$ cat src/rtl/driver_display_tempo.sv
// Multiplexed M.SS display driver for three common-anode 7-segment digits.
// Seconds are split into BCD once per frame by a repeated-subtraction FSM.
`timescale 1ns/1ps
module driver_display_tempo #(
  parameter int REFRESH_DIV  = 50000,
  parameter int BLINK_FRAMES = 166
) (
  input  logic       clk,
  input  logic       rst,
  input  logic [3:0] minutos,
  input  logic [5:0] segundos,
  input  logic       piscar,
  output logic [2:0] anodo,
  output logic [6:0] segmentos,
  output logic       ponto
);

  localparam int DIV_W = $clog2(REFRESH_DIV);
  localparam int BLK_W = (BLINK_FRAMES > 1) ? $clog2(BLINK_FRAMES) : 1;
  localparam logic [DIV_W-1:0] DIV_LAST = DIV_W'(REFRESH_DIV - 1);
  localparam logic [BLK_W-1:0] BLK_LAST = BLK_W'(BLINK_FRAMES - 1);

  localparam logic [1:0] ST_IDLE   = 2'd0;
  localparam logic [1:0] ST_CONV   = 2'd1;
  localparam logic [1:0] ST_COMMIT = 2'd2;

  localparam logic [6:0] SEG_DASH  = 7'h3F;
  localparam logic [6:0] SEG_BLANK = 7'h7F;

  function automatic logic [6:0] seg_code(input logic [3:0] d);
    case (d)
      4'd0:    seg_code = 7'h40;
      4'd1:    seg_code = 7'h79;
      4'd2:    seg_code = 7'h24;
      4'd3:    seg_code = 7'h30;
      4'd4:    seg_code = 7'h19;
      4'd5:    seg_code = 7'h12;
      4'd6:    seg_code = 7'h02;
      4'd7:    seg_code = 7'h78;
      4'd8:    seg_code = 7'h00;
      4'd9:    seg_code = 7'h10;
      default: seg_code = SEG_DASH;
    endcase
  endfunction

  logic [DIV_W-1:0] div;
  logic [1:0]       idx;
  logic [1:0]       idx_nxt;
  logic             tick;
  logic             frame_start;
  logic [BLK_W-1:0] blk_cnt;
  logic             phase;
  logic             phase_nxt;

  logic [1:0] state;
  logic [3:0] m_s;
  logic [5:0] sec_s;
  logic [5:0] rem;
  logic [2:0] tens;
  logic [6:0] dig_m;
  logic [6:0] dig_t;
  logic [6:0] dig_u;

  logic [2:0] an_sel;
  logic [6:0] seg_sel;
  logic       pt_sel;

  assign tick        = (div == DIV_LAST);
  assign frame_start = tick && (idx == 2'd2);
  assign phase_nxt   = (frame_start && blk_cnt == BLK_LAST) ? ~phase : phase;

  always_comb begin
    idx_nxt = idx;
    if (tick) idx_nxt = (idx == 2'd2) ? 2'd0 : idx + 2'd1;
  end

  always_ff @(posedge clk) begin
    if (rst) begin
      div     <= '0;
      idx     <= 2'd0;
      blk_cnt <= '0;
      phase   <= 1'b0;
    end else begin
      div   <= tick ? '0 : div + 1'b1;
      idx   <= idx_nxt;
      phase <= phase_nxt;
      if (frame_start) blk_cnt <= (blk_cnt == BLK_LAST) ? '0 : blk_cnt + 1'b1;
    end
  end

  // Conversion: snapshot at frame start, subtract tens, then commit all digits together
  always_ff @(posedge clk) begin
    if (rst) begin
      state <= ST_IDLE;
      m_s   <= '0;
      sec_s <= '0;
      rem   <= '0;
      tens  <= '0;
      dig_m <= SEG_BLANK;
      dig_t <= SEG_BLANK;
      dig_u <= SEG_BLANK;
    end else begin
      case (state)
        ST_IDLE: begin
          if (frame_start) begin
            m_s   <= minutos;
            sec_s <= segundos;
            rem   <= segundos;
            tens  <= '0;
            state <= ST_CONV;
          end
        end
        ST_CONV: begin
          if (rem >= 6'd10) begin
            rem  <= rem - 6'd10;
            tens <= tens + 3'd1;
          end else begin
            state <= ST_COMMIT;
          end
        end
        ST_COMMIT: begin
          dig_m <= (m_s <= 4'd9) ? seg_code(m_s) : SEG_DASH;
          if (sec_s <= 6'd59) begin
            dig_t <= seg_code({1'b0, tens});
            dig_u <= seg_code(rem[3:0]);
          end else begin
            dig_t <= SEG_DASH;
            dig_u <= SEG_DASH;
          end
          state <= ST_IDLE;
        end
        default: state <= ST_IDLE;
      endcase
    end
  end

  always_comb begin
    case (idx_nxt)
      2'd0:    begin an_sel = 3'b011; seg_sel = dig_m; pt_sel = 1'b0; end
      2'd1:    begin an_sel = 3'b101; seg_sel = dig_t; pt_sel = 1'b1; end
      default: begin an_sel = 3'b110; seg_sel = dig_u; pt_sel = 1'b1; end
    endcase
    if (piscar && phase_nxt) begin
      an_sel = 3'b111;
      pt_sel = 1'b1;
    end
  end

  // Output registers load only on a scan tick, so a digit slot never changes mid-slot
  always_ff @(posedge clk) begin
    if (rst) begin
      anodo     <= 3'b111;
      segmentos <= SEG_BLANK;
      ponto     <= 1'b1;
    end else if (tick) begin
      anodo     <= an_sel;
      segmentos <= seg_sel;
      ponto     <= pt_sel;
    end
  end

endmodule

$ cat config.mk
export PLATFORM = sky130hd
export DESIGN_NAME = driver_display_tempo
export DESIGN_NICKNAME = d
export VERILOG_FILES = /design/src/rtl/driver_display_tempo.sv
export SDC_FILE = /design/constraint.sdc
export NUM_CORES = 1
export LEC_CHECK = 0
export ABC_CLOCK_PERIOD_IN_PS = 2500
export CELL_PAD_IN_SITES_DETAIL_PLACEMENT = 1
export CELL_PAD_IN_SITES_GLOBAL_PLACEMENT = 2
export CORE_MARGIN = 10
export CORE_UTILIZATION = 34
export DETAILED_ROUTE_END_ITERATION = 10
export GPL_TIMING_DRIVEN = 0
export PLACE_DENSITY = 0.72
export SLEW_MARGIN = 20
export SYNTH_ARGS = -nofsm -noshare
export SYNTH_HDL_FRONTEND = slang
export SYNTH_SLANG_ARGS = --single-unit
$ cat constraint.sdc
create_clock -name clk -period 2.5 [get_ports clk]
set_input_delay 0.375 -clock clk [delete_from_list [all_inputs] [get_ports clk]]
set_output_delay 0.375 -clock clk [all_outputs]
set_load 0.02 [all_outputs]
==> flow_metrics.tcl <==
set metrics [dict create \
    relSlewSlack_pct 58.9 \
    grt_usage_pct 13.3 \
    crit_type "reg -> reg" \
    drive_gt1_share_pct 12.6 \
    nFillCells 1480 \
    fin_util_pct 42.1 \
    instances_no_fill 703 \
    cpMostUsedCell "buf_4" \
    status "complete, but fails checks" \
    seq_area_um2 1960 \
    cts_max_path_buffers 2 \
    wirelength_mm 11.4 \
    synthCells 482 \
    fin_ws_ns -0.0204 \
    setup_viol_count_final 1 \
    cp_cell_sequence "ha_2 -> and3_1 -> buf_4 -> nand4_4 -> buf_6 -> o21ai_1 -> a21o_1 -> buf_4 -> ha_1 -> nor4_2 -> a211oi_1" \
    ir_drop_mv 0.239 \
    fmax_mhz 397 \
    die_y_um 134 \
    arrival_ns 2.73 \
    grt_pass1_wl_mm 19.0 \
    startpoint_type "flop" \
    route.detailed.drc 0 \
    synth.most_common_cell "dfxtp_1" \
    numCtsBuffers 9 \
    die-area_um2 17800 \
    period_share_pct 101 \
    post-place-ws_ns -0.420 \
    ys_async_sr_fraction_pct 0 \
    worstSetupEndpointType "flop" \
    rows 41 \
    postRouteAntennaNets 0 \
    syn-num-nets 515 \
    overflow 0 \
    grt_pass1_vias 3713 \
    place.port_buffers 22 \
    critPathTopFamily "compound AO/OA/AOI/OAI gates" \
    critical_path_required_ns 2.71 \
    multiInputGateArea_um2 2360 \
    yosysSeqAreaShare_pct 44.7 \
    cts.sinks 98 \
    whs_ns 0.411 \
    fin_nets 560 \
    diodes 0 \
    fp.dieW_um 134 \
    place_inst 676 \
    io_pins 24 \
    path_max_fanout 7 \
    vias_per_cell 5.04 \
    rsz0062_at_grt "yes" \
    synth_commonest_cells "dfxtp_1, nor2_1, nand2_1" \
    vias 3544 \
    ff2ff_setup_slack_ns -0.02 \
    violations "negative setup slack" \
    synth.area.top_cells "dfxtp_1, ha_1, nor2_1, a21oi_1, nand2b_1" \
    gp_congestion 0.766 \
    ys_seq_elements 98 \
    avgSynthCellArea_um2 9.10 \
    ctsHtreeMaxLevel 3 \
    fin_worst_skew_ns 0.00810 \
    finalMaxSlewViolations 0 \
    antenna_found_initial 0 \
    finalCriticalPeriod_ns 2.52 \
    p_per_area_nw_per_um2 555 \
    drt-pass1-iter-count 4 \
    wl_per_cell_um 16.2 \
    synthFlopType "dfxtp_1" \
    hold_violations 0 \
    grt_max_degree 16 \
    ys_warn_count 0 \
    yosysTopAreaCell "dfxtp_1" \
    drt_iter0_markers 153 \
    maxCapViolCount 0 \
    crit_buf_inv 3 \
    cts_tree "done" \
    core_um2 12600 \
    synth-edff-count 0 \
    synth_area_um2 4390 \
    crit_path_max_incr_delay_ns 0.41 \
    clock_latency_ns 0.35 \
    p_leak_nw 2.06 \
    root_buffer "clkbuf_16" \
    tightestPinTransition_ns 0.616 \
    hold_path_class "reg -> reg" \
    syn_to_final_growth_pct 21.2 \
    initial_utilization_pct 34.8 \
    ys_types 58 \
    cp_slowest_cell "a211oi_1" \
    clkSlewWorstSetupHoldPaths_ns 0.06 \
    place_hpwl_mm 8.30 \
    synth_top_area_share_pct 44.7 \
]
layout by cell type, fill, tap and decap left out, types with 7 or more instances in the layout:
cell and n:
dfxtp_1 96, nor2_1 59, nand2_1 35, a21oi_1 28
nand2b_1 23, clkdlybuf4s50_1 22, o22ai_1 19, clkbuf_1 18
ha_1 17, nand3_1 16, buf_4 15, inv_1 14
o21ai_0 14, xnor2_1 12, xor2_1 11, mux2i_1 10
and3_1 9, clkbuf_16 9, nor2b_1 7, a211o_1 7
final cells by class:
| class | count | share of cell area, % |
|---|---|---|
| Timing Repair Buffer | 35 | 6.05 |
| Inverter | 17 | 1.20 |
| Clock inverter | 3 | 0.494 |
| Multi-Input combinational cell | 342 | 44.3 |
| Clock buffer | 12 | 4.64 |
| Tap cell | 172 | 4.05 |
| Sequential cell | 98 | 36.9 |
| Buffer | 24 | 2.28 |
through the flow:
step                power, mW  TNS (ns)  area (um^2)
floorplan                1.64         0         4390
global placement         1.67     -3.10         4820
detailed placement       1.67     -2.98         4820
CTS                      2.99         0         5170
global route             3.07    -0.154         5320
finish                   2.95   -0.0204         5320
final timing paths:
path	cells past startpoint	end	from
max	11	flop	div[0]$_SDFF_PP0_
min	1	div[0]$_SDFF_PP0_	div[0]$_SDFF_PP0_
max reg2reg	11	flop	div[0]$_SDFF_PP0_
min reg2reg	1	div[0]$_SDFF_PP0_	div[0]$_SDFF_PP0_
where the power goes:
group          internal [mW]  switching (mW)  leakage [nW]
logic                 0.0310          0.0398          1.13
clock network          0.703           0.607         0.133
registers               1.56         0.00252         0.792
metal layers:
metal	global-route usage, %	vias to the layer above	share of wire (%)	wire length, um
li1	-	1758	-	-
met1	16.5	1727	48	5440
met2	21.3	38	47	5310
met3	2.67	21	3.1	349
met4	6.71	0	2.7	311
met5	0	-	0	0
kinds of logic after synthesis:
family / count (synthesis) / synth area share (%)
compound gates: 103 / 15.2
xor+xnor: 23 / 4.59
fa+ha+maj: 20 / 5.71
buf+inv: 42 / 4.05
flops: 98 / 44.7
mux: 13 / 3.40
simple gates: 183 / 22.3
repair_timing:
item                                    in CTS  in global routing
hold buffers                                 0                  0
endpoints found under the setup margin      11                 17
pin swaps                                    2                  7
cloned                                       0                  0
buffers inserted                             4                  9
resized for setup                           14                 20
No activity file was read; power rests on OpenSTA's default activity.
